<file path="src/rtl/adc_serial_ctrl.sv">
// Serial front-end for a 12-bit SPI-style ADC: turns a request into a burst of
// BURST_LEN conversions and presents each result with a one-cycle ready pulse.
module adc_serial_ctrl #(
    parameter int CLK_DIV    = 2,
    parameter int QUIET_CYC  = 4,
    parameter int BURST_LEN  = 8,
    parameter int FRAME_BITS = 16,
    parameter int DATA_W     = 12
) (
    input  logic              clk_i,
    input  logic              reset_n_i,
    input  logic              adc_data_req_i,
    output logic              adc_cs_n_o,
    output logic              adc_sclk_o,
    input  logic              adc_sdata_i,
    output logic [DATA_W-1:0] adc_data_o,
    output logic              adc_data_rdy_o,
    output logic              frame_err_o,
    output logic              busy_o
);

    localparam int CNT_MAX = (CLK_DIV > QUIET_CYC) ? CLK_DIV : QUIET_CYC;
    localparam int CNT_W   = $clog2(CNT_MAX + 1);
    localparam int BIT_W   = $clog2(FRAME_BITS);

    localparam logic [CNT_W-1:0] DIV_LAST   = CNT_W'(CLK_DIV - 1);
    localparam logic [CNT_W-1:0] QUIET_LAST = CNT_W'(QUIET_CYC - 1);
    localparam logic [BIT_W-1:0] BIT_LAST   = BIT_W'(FRAME_BITS - 1);
    localparam logic [7:0]       BURST_END  = 8'(BURST_LEN);

    typedef enum logic [2:0] {IDLE, SETUP, SHIFT, LATCH, QUIET} state_e;

    state_e                  state_q, state_d;
    logic [CNT_W-1:0]        cnt_q, cnt_d;
    logic [BIT_W-1:0]        bit_q, bit_d;
    logic [7:0]              burst_q, burst_d;
    logic [FRAME_BITS-1:0]   shreg_q, shreg_d;
    logic                    phase_q, phase_d;
    logic                    cs_n_q, cs_n_d;
    logic                    sclk_q, sclk_d;
    logic [DATA_W-1:0]       data_q, data_d;
    logic                    rdy_q, rdy_d;
    logic                    err_q, err_d;
    logic                    busy_q, busy_d;

    always_ff @(posedge clk_i or negedge reset_n_i) begin
        if (!reset_n_i) begin
            state_q <= IDLE;
            cnt_q   <= '0;
            bit_q   <= '0;
            burst_q <= '0;
            shreg_q <= '0;
            phase_q <= 1'b0;
            cs_n_q  <= 1'b1;
            sclk_q  <= 1'b1;
            data_q  <= '0;
            rdy_q   <= 1'b0;
            err_q   <= 1'b0;
            busy_q  <= 1'b0;
        end else begin
            state_q <= state_d;
            cnt_q   <= cnt_d;
            bit_q   <= bit_d;
            burst_q <= burst_d;
            shreg_q <= shreg_d;
            phase_q <= phase_d;
            cs_n_q  <= cs_n_d;
            sclk_q  <= sclk_d;
            data_q  <= data_d;
            rdy_q   <= rdy_d;
            err_q   <= err_d;
            busy_q  <= busy_d;
        end
    end

    always_comb begin
        state_d = state_q;
        cnt_d   = cnt_q;
        bit_d   = bit_q;
        burst_d = burst_q;
        shreg_d = shreg_q;
        phase_d = phase_q;
        cs_n_d  = cs_n_q;
        sclk_d  = sclk_q;
        data_d  = data_q;
        rdy_d   = 1'b0;
        err_d   = err_q;
        busy_d  = busy_q;

        case (state_q)
            IDLE: begin
                cs_n_d = 1'b1;
                sclk_d = 1'b1;
                busy_d = 1'b0;
                if (adc_data_req_i) begin
                    state_d = SETUP;
                    cs_n_d  = 1'b0;
                    busy_d  = 1'b1;
                    burst_d = '0;
                    cnt_d   = '0;
                end
            end
            SETUP: begin
                if (cnt_q == DIV_LAST) begin
                    state_d = SHIFT;
                    cnt_d   = '0;
                    bit_d   = '0;
                    phase_d = 1'b0;
                    sclk_d  = 1'b0;
                end else begin
                    cnt_d = cnt_q + CNT_W'(1);
                end
            end
            SHIFT: begin
                // phase_q: 0 = SCLK low half, 1 = SCLK high half
                if (cnt_q == DIV_LAST) begin
                    cnt_d = '0;
                    if (!phase_q) begin
                        sclk_d  = 1'b1;
                        phase_d = 1'b1;
                        shreg_d = {shreg_q[FRAME_BITS-2:0], adc_sdata_i};
                    end else if (bit_q == BIT_LAST) begin
                        state_d = LATCH;
                    end else begin
                        sclk_d  = 1'b0;
                        phase_d = 1'b0;
                        bit_d   = bit_q + BIT_W'(1);
                    end
                end else begin
                    cnt_d = cnt_q + CNT_W'(1);
                end
            end
            LATCH: begin
                cs_n_d  = 1'b1;
                data_d  = shreg_q[DATA_W-1:0];
                err_d   = |shreg_q[FRAME_BITS-1:DATA_W];
                rdy_d   = 1'b1;
                burst_d = burst_q + 8'd1;
                cnt_d   = '0;
                state_d = QUIET;
            end
            QUIET: begin
                if (cnt_q == QUIET_LAST) begin
                    cnt_d = '0;
                    if (burst_q == BURST_END) begin
                        state_d = IDLE;
                        busy_d  = 1'b0;
                    end else begin
                        state_d = SETUP;
                        cs_n_d  = 1'b0;
                    end
                end else begin
                    cnt_d = cnt_q + CNT_W'(1);
                end
            end
            default: state_d = IDLE;
        endcase
    end

    assign adc_cs_n_o     = cs_n_q;
    assign adc_sclk_o     = sclk_q;
    assign adc_data_o     = data_q;
    assign adc_data_rdy_o = rdy_q;
    assign frame_err_o    = err_q;
    assign busy_o         = busy_q;

endmodule

</file>
<file path="config.mk">
export PLATFORM = sky130hd
export DESIGN_NAME = adc_serial_ctrl
export DESIGN_NICKNAME = d
export VERILOG_FILES = /design/src/rtl/adc_serial_ctrl.sv
export SDC_FILE = /design/constraint.sdc
export NUM_CORES = 1
export LEC_CHECK = 0
export CORE_MARGIN = 2
export CORE_UTILIZATION = 45
export DETAILED_ROUTE_END_ITERATION = 10
export PLACE_DENSITY = 0.72
export SLEW_MARGIN = 40
export SYNTH_ARGS = -nofsm -noshare
export SYNTH_HDL_FRONTEND = slang
export SYNTH_SLANG_ARGS = --single-unit
</file>
<file path="constraint.sdc">
create_clock -name clk_i -period 2.1 [get_ports clk_i]
set_clock_uncertainty 0.2 [all_clocks]
set_input_delay 0.42 -clock clk_i [delete_from_list [all_inputs] [get_ports clk_i]]
set_output_delay 0.42 -clock clk_i [all_outputs]
set_load 0.005 [all_outputs]
</file>
# Yosys cells after proc, flatten, opt, wreduce, memory -nomap -nowiden
# Cells that the tools add are included.
# op_classes
n_bitwise	1
n_mux	37
addsub	3
n_eq_ne	18
n_reduce_logical	18
# ops
cell	n
$mux W3	9
$ne A2 B2 Y1 const B	9
$mux W4	4
$pmux W8 S2	1
$mux W1	15
$pmux W3 S5	1
$pmux W3 S4	1
$reduce_and A3 Y1	4
$eq A3 B2 Y1 const B	3
$add A8 B1 Y8 const B	1
$eq A8 B4 Y1 const B	1
$mux W8	1
$pmux W4 S2	1
$eq A3 B1 Y1 const B	2
$pmux W1 S3	2
$reduce_and A6 Y1	1
$reduce_bool A2 Y1	3
$reduce_bool A3 Y1	2
$reduce_and A5 Y1	1
$add A4 B1 Y4 const B	1
$eq A4 B4 Y1 const B	1
$pmux W1 S2	2
$reduce_and A2 Y1	2
$reduce_and A4 Y1	1
other kinds (8)	8
# totals
ff_bits	52
in_bits	4
wordCells	89

# Longest topological paths before layout
# Gate-level depths: netlist of run 1.
# logic_depth
depth_word	5
ltp_mapped	6
ltp_nobuf	6

# Least setup slack after synthesis of run 1
# No wires, ideal clock.
# synth_path
kind	reg2reg
from	register state_q[2]
to	register shreg_q[1]
arrival_time_ns	1.732
path_slack_ns	0.043
required_ns	1.775
setup_time_ns	0.125
path_stages_with_launch	6
n_path_buf	2
path_cell_list	dfrtp_1 buf_2 or3b_4 nor3_4 buf_12 mux2_4
# synth_between
elab_chain_cells	2
# synth_lines
element	line	rtl
start, declared	33	state_e state_q, state_d;
start signal, assigned	61	state_q <= state_d;
$eq A3 B2 Y1	90	case (state_q)
$reduce_and A3 Y1 (no source line)	-	
end signal, assigned	65	shreg_q <= shreg_d;
end, declared	37	logic [FRAME_BITS-1:0] shreg_q, shreg_d;
# Every way passes these cells.
# A chain may end at the register's enable or synchronous reset.

# Final worst setup path of run 1
# layout_path
from	register cs_n_q (netlist: adc_cs_n_o)
to	output port adc_cs_n_o
# layout_lines
element	line	rtl
start, declared	39	logic cs_n_q, cs_n_d;
start signal, assigned	67	cs_n_q <= cs_n_d;
end, declared	13	output logic adc_cs_n_o,
# No word-level cell between the ends.

==> results summary, run 1 <==
Gates resized during post-CTS repair numbered 0. The peak clock frequency supported by timing is 0.5039 GHz. The register clock-pin slew on the reported worst setup and hold paths came out at 0.09 ns. The number of nets in the synthesized netlist is 237. The clock share of power is about 20%. The clock tree from TritonCTS is built. The flop and latch count out of synthesis came out at 52. Headroom to the max-slew limit came out at 74.10%. 0 antenna diodes ended up in the layout.

The internal power of the cells totals between 1.5 and 2 mW. For this run, the leading register cell type out of synthesis is sky130_fd_sc_hd__dfrtp_1. The number of antenna violations at the first check in global routing came out at 0. The die height is 77.62 um.

The full die area came out at 0.006024 mm^2. The worst-case clock buffer depth is 2. The area of the placeable core came out at 0.005172 mm^2. The post-synthesis cell type count came out at 46. The effective utilization at floorplan is 47.15%. The highest fanout seen on the critical path came out at 4. The met3 track demand over resource came out at 3.372%.

The count of standard-cell rows came out at 26. The total routing resource utilization after global routing is 16.06%. The arrival time of the worst setup path came out at about 1.4 ns. The number of global-route vias before repair came out at 1,671. In the routed design, unresolved DRC markers number 0. Measured on the finished design, the core utilization comes to 55.76%. The count of nets left with antenna violations once routing finished came out at 0. Buffers added to address setup during post-CTS repair amount to 0.

The worst path uses about 95% of the clock period. A synthesized cell averages 10.79 um^2. The worst supply voltage drop on vdd is about 0.55 mV. The routed wire length came out at about 4200 um.

The clock reaches the later pin of the worst-skew pair after 0.31 ns. Leaving out fill and tap cells, the most frequent cells in the layout are 50 x sky130_fd_sc_hd__nand2_1, 50 x sky130_fd_sc_hd__dfrtp_1, 19 x sky130_fd_sc_hd__clkdlybuf4s50_1, 12 x sky130_fd_sc_hd__o21ai_0, 10 x sky130_fd_sc_hd__buf_4. The proportion of power drawn by combinational gates came out at 35.2%. The buffer and inverter count on the worst path came out at 1.

Setup violations remaining at the end of the flow were counted as 0. The total power per unit cell area is 982.8 mW/mm^2. The worst setup path is launched from a register. The cell area that synthesis handed to floorplanning was 0.002439 mm^2. After detailed routing, the average wire length per cell comes to between 10 and 15 um. The warning count from the yosys run came out at 0. The clock sink count is between 50 and 60. Among all stages on the critical path, the largest delay is contributed by sky130_fd_sc_hd__dfstp_2.

The post-route netlist has 16.67% of its cells at a drive strength greater than 1. The first detailed-routing pass ran for 4 iterations. The number of enable-type register cells in the synthesized netlist is 0. The first-pass GRT wire length is 7748 um. The number of cells after detailed placement came out at 319.

The worst hold path belongs to the class reg -> reg. The routability congestion estimate is 0.8495. The tool flagged a number of max-cap violations equal to 0. The via density per instance came out at 5.265.

The met2 usage in global routing came out at 23.71%. The global routing met1 resource utilization is 22.55%. The data required time of the worst path is 1.48 ns. The stage delay of the slowest cell on the critical path is 0.56 ns.

The post-synthesis instance total is 226. The critical path in this run is classified as reg -> out. The flow ran to the end, and the final reports show no timing, DRC or antenna violations. The count of final max-slew check failures came out at 0.

The final HPWL from detailed placement came out at 3026 um. Buffers placed on the I/O ports in this run total 20. On the critical path the largest part of the delay comes from flip-flops. The clock root buffer is sky130_fd_sc_hd__clkbuf_8. The share of async-settable or async-resettable flops after synthesis came out at 100.0%. The count of placed standard cells in the final layout, fillers left out is ~330. The leakage power is 1.380 nW. After routing, the total negative slack on setup checks comes to 0 ns.

Setup repair after global routing left no endpoint under its margin. The worst path in the final design needs a cycle of 1.985 ns, including I/O delays and setup. Relative to the synthesized area, the layout overhead comes to 18.27%.

The I/O pin count came out at 21. The number of nets in the layout came out at 268. The net switching power came out at between 0.9 and 1 mW. The pin count of the biggest net entering global routing came out at 28.

Net switching is 33.86% of the power. The signal on the critical path passes through clkdlybuf4s50_1. The number of endpoints with negative hold slack in the final report came to 0. The die is ~78 um wide. The total via count after detailed routing came out at around 1.7k. The total congestion overflow after global routing came out at 0. The number of CTS-inserted buffers came out at 5. The critical path endpoint category is an output port. The transition at the pin with the smallest max-transition slack is 0.3885 ns. The layer flagged by global routing as most heavily used is met2. The share of power burned in registers came out at between 40 and 50%.

The number of design-rule violations left by the first detailed-router iteration came out at between 100 and 150. Summing the sequential cell areas from Yosys gives a little over half of the chip area. The number of levels the H-tree was split into came out at 2.
## state kept, by name, indices dropped and copies added (netlist names)
signal and count:
shreg_q 16, state_q 3, adc_data_o 12, phase_q 1
cnt_q 3, burst_q 8, adc_data_rdy_o 1, busy_o 1
adc_cs_n_o 1, frame_err_o 1, bit_q 4, adc_sclk_o 1
## repair_timing
action,CTS,global route
hold buffers,1,0
endpoints found under the hold margin,13,0
setup endpoints to repair,0,0
## metrics by stage
stage	setup slack, ns	power [mW]	cell area (um^2)	hold slack [ns]
after floorplan	0.04321	1.930	2439	-0.07559
final	0.1154	2.834	2884	0.2785
after detailed placement	-0.06018	2.289	2785	0.1703
after global placement	-0.04612	2.269	2785	0.1682
after global routing	0.05400	3.036	2884	0.3262
after CTS	0.1041	2.861	2884	0.2861
## synth_stat cells, drive strengths merged, types with 2 or more instances
library cell,n,area share [%]
mux2i,3,1.2
clkbuf,6,0.92
nand2b,3,0.77
dfrtp,50,51
nor2,4,0.62
inv,9,1.4
a31oi,2,0.51
o211ai,2,0.62
mux2,17,9.2
nor4,4,1.0
o21ai,12,2.5
ha,7,3.6
nand3,6,1.2
a21oi,3,0.62
nor2b,4,1.0
o31ai,3,0.92
nand4,4,1.0
or3b,2,0.82
buf,3,1.2
a21o,4,1.2
nand2,50,7.7
nor3,2,0.87
and3,3,0.77
nand3b,3,0.92
dfstp,2,2.2
o2bb2ai,3,1.1
## cell families after synthesis
| group | share of synthesized area, % |
|---|---|
| XOR/XNOR | 0.7184 |
| AND/OR/NAND/NOR | 18.32 |
| buffers and inverters | 3.642 |
| AO/OA/AOI/OAI | 9.800 |
| flip-flops | 53.46 |
| adder cells (fa/ha/maj) | 3.591 |
| multiplexers | 10.47 |
## path summary, 6_finish.rpt
check                                          start                   endpoint  slack [ns]  cells after the start
max                           adc_cs_n_o$_DFFE_PN1P_                 adc_cs_n_o        0.12                      1
min                        adc_data_o[7]$_DFFE_PN0P_  adc_data_o[7]$_DFFE_PN0P_        0.28                      2
max reg2reg                   state_q[0]$_DFFE_PN0P_    shreg_q[14]$_DFFE_PN0P_        0.22                      4
min reg2reg                adc_data_o[7]$_DFFE_PN0P_  adc_data_o[7]$_DFFE_PN0P_        0.28                      2
max in group asynchronous                  reset_n_i     adc_sclk_o$_DFFE_PN1P_        0.78                      3
min in group asynchronous                  reset_n_i         busy_o$_DFFE_PN0P_        0.36                      2
## final cells by class
| type | instances | area, um^2 |
|---|---|---|
| Clock inverter | 2 | 16.27 |
| Clock buffer | 6 | 72.57 |
| Multi-Input combinational cell | 155 | 1046 |
| Tap cell | 70 | 87.58 |
| Timing Repair Buffer | 33 | 320.3 |
| Fill cell | 432 | 2288 |
| Inverter | 10 | 37.54 |
| Sequential cell | 52 | 1304 |
## power by group through the flow
| stage | Sequential, mW | Clock [mW] | Combinational, mW |
|---|---|---|---|
| final | 1.27 | 0.571 | 0.997 |
| after global routing | 1.29 | 0.634 | 1.11 |
| after CTS | 1.27 | 0.586 | 1.01 |
| after detailed placement | 1.29 | 0 | 1.00 |
| after global placement | 1.28 | 0 | 0.990 |
| after floorplan | 1.27 | 0 | 0.664 |
## metal layers
layer | vias to the layer above | part of all wire [%]
li1 | 847 | -
met2 | 30 | 45
met5 | - | 0
met4 | 0 | 2.0
met1 | 844 | 50
met3 | 6 | 3.2
Note: power is estimated with default switching activity, not from simulation.
==> run 2, diff against run 1 <==
--- a/config.mk
+++ b/config.mk
@@ -8,7 +8,8 @@
 export CORE_MARGIN = 2
 export CORE_UTILIZATION = 45
 export DETAILED_ROUTE_END_ITERATION = 10
-export PLACE_DENSITY = 0.72
+export PLACE_DENSITY = 0.7
+export SKIP_LAST_GASP = 1
 export SLEW_MARGIN = 40
 export SYNTH_ARGS = -nofsm -noshare
 export SYNTH_HDL_FRONTEND = slang
==> constraint.sdc (replaced) <==
create_clock -name clk_i -period 2.6 [get_ports clk_i]
set_clock_uncertainty 0.2 [all_clocks]
set_input_delay 0.52 -clock clk_i [delete_from_list [all_inputs] [get_ports clk_i]]
set_output_delay 0.52 -clock clk_i [all_outputs]
set_load 0.005 [all_outputs]
==> results summary, run 2 (synthesized netlist as in run 1, its figures left out) <==
Detailed placement finished with a half-perimeter wire length of 2874 um. The largest single stage delay on the critical path is between 0.5 and 0.6 ns. The setup violation total in the final timing report came out at 0.

The largest individual stage delay along the critical path comes from the cell sky130_fd_sc_hd__dfstp_2. In this run the remaining antenna-violating nets after routing total 0. The number of CTS-inserted buffers is 5. The floorplan has 26 rows.

The number of cells after detailed placement is roughly 320. The class of the most critical hold timing path is in -> async. Setup repair after global routing left no endpoint under its margin. The number of inserted filler cells in the final layout came out at about 460.

The detailed router finished its first iteration with 158 violations. By startpoint and endpoint, the worst setup path is classified as reg -> out. The top cell types in the final layout, fill and taps aside, are 50 x sky130_fd_sc_hd__nand2_1, 50 x sky130_fd_sc_hd__dfrtp_1, 19 x sky130_fd_sc_hd__clkdlybuf4s50_1, 12 x sky130_fd_sc_hd__o21ai_0.

The transition at the pin with the smallest max-transition slack came out at between 0.6 and 0.7 ns. For this design the ratio of total power to cell area is roughly 800 mW/mm^2. STA classifies the critical path endpoint as an output port.

The cell area after layout came out at 0.002819 mm^2. The number of antenna diodes came out at 0. The post-layout total power is 2.258 mW.

The horizontal die dimension came out at approximately 78 um. The number of levels the H-tree was split into is 2. The clock latency reported for the late side of the worst-skew pair is 0.30 ns. The area growth from synthesis to layout is 15.60%.

The number of antenna violations at the first check in global routing was 0. Once the floorplan was initialized, standard cells occupied 47.15% of the core. Summing all placed instances gives a cell area of between 0.002 and 0.003 mm^2. The number of endpoints with negative hold slack in the final report came out at 0. The count of placed standard cells in the final layout, fillers left out is between 300 and 400.

The average wire length per cell after detail routing is 13.41 um. The normalized max-slew margin came out at 56.72%. The peak clock frequency supported by timing came out at 0.4828 GHz. The routability congestion estimate came out at approximately 0.8. The full die area is 0.006024 mm^2. The pin count of the biggest net entering global routing is 53.

The worst hold margin is 0.1211 ns. The die height came out at 77.62 um. The buffer and inverter count on the worst path is 1. The register with the most flip-flops is shreg_q. In this run the post-CTS setup repair buffer count came out at 0.

Cells with a size suffix above 1 make up about 15% of the layout. The number of resized instances in the post-cts repair step is 0. The number of nets in the layout is between 200 and 300. The final design utilization came out at 54.50%. STA classifies the critical path startpoint as a register. The highest fanout seen on the critical path came out at 4. The flip-flop count of the largest register, all copies and words added came out at 16. The total routing resource utilization after global routing is 15.31%. The register clock-pin slew on the reported worst setup and hold paths came out at 0.10 ns.

The clock sink count is 52. The data required time of the worst path is between 1.5 and 2 ns. The number of global-route vias before repair was 1,650. The pre-antenna-repair detailed-routing pass consisted of 4 iterations. The worst-case clock buffer depth came out at 2. 21 I/O pins were placed. The area of the placeable core is 0.005172 mm^2.

The count of hold-fix buffers inserted at cts came out at 0. The portion of the clock cycle consumed by the worst path in the final layout is around four fifths. The signal on the critical path passes through clkdlybuf4s50_1. The count of final max-slew check failures is 0.

The first global-routing pass estimated 7603 um of wire. The post-route setup TNS came out at 0 ns. The leakage power is 1.349 nW. The worst slack at placement is 0.3014 ns. The total congestion overflow after global routing came out at 0. The run finished with clean final reports. The via density per instance came out at 5.303. The final period demand of the worst path is 2.071 ns. The cell family with the largest share of critical-path delay is flip-flops.

Port buffering added 20 buffers. The worst path setup slack after routing is about 0.53 ns. The routed wire length came out at 4331 um. The number of maximum-capacitance violations is 0. The clock tree from TritonCTS is built. The setup check on the worst reg-to-reg path leaves a slack of 0.63 ns. CTS placed an instance of sky130_fd_sc_hd__clkbuf_8 at the clock tree root. The worst supply voltage drop on vdd is 0.4166 mV. The arrival time of the worst setup path is 1.35 ns. The total via count after detailed routing came out at 1,713. After detailed routing, the number of remaining DRC violations is 0.
## run 2: changes by cell type in the layout (fill, tap and decap cells not counted)
cell | previous run | this run
sky130_fd_sc_hd__buf_4 | 10 | 8
sky130_fd_sc_hd__dlygate4sd3_1 | 1 | 0
sky130_fd_sc_hd__buf_12 | 2 | 0
## run 2: worst paths after layout
path,from,to,depth (start not counted)
min in group clk_i,adc_sclk_o$_DFFE_PN1P_,adc_sclk_o$_DFFE_PN1P_,2
min,reset_n_i,adc_data_o[9]$_DFFE_PN0P_,2
min reg2reg,adc_sclk_o$_DFFE_PN1P_,adc_sclk_o$_DFFE_PN1P_,2
max,adc_cs_n_o$_DFFE_PN1P_,adc_cs_n_o,1
max reg2reg,state_q[0]$_DFFE_PN0P_,shreg_q[0]$_DFFE_PN0P_,4
max in group asynchronous,reset_n_i,shreg_q[0]$_DFFE_PN0P_,2
## run 2: final cells by class
| cell class | count | area, um^2 | area share [%] |
|---|---|---|---|
| clock buffer | 6 | 72.57 | 2.574 |
| clock inverter | 2 | 16.27 | 0.5770 |
| inverter | 10 | 37.54 | 1.332 |
| multi-input combinational | 155 | 1046 | 37.11 |
| sequential | 52 | 1304 | 46.25 |
| tap | 70 | 87.58 | 3.107 |
| timing repair buffer | 28 | 255.2 | 9.055 |
## run 2: report_power, final
part	total, mW	switching [mW]	leakage [nW]	internal (mW)
logic	0.780	0.417	0.598	0.363
clock network	0.458	0.266	0.0414	0.192
registers	1.02	0.0877	0.710	0.932
total	2.26	0.771	1.35	1.49
## run 2: routing by layer
layer  up-vias  global-route usage (%)  part of all wire [%]
li1        839                       -                     -
met3         8                   2.907                   3.3
met1       836                   23.15                    53
met2        30                   22.41                    43
met5         -                       0                     0
met4         0                   4.286                  0.83
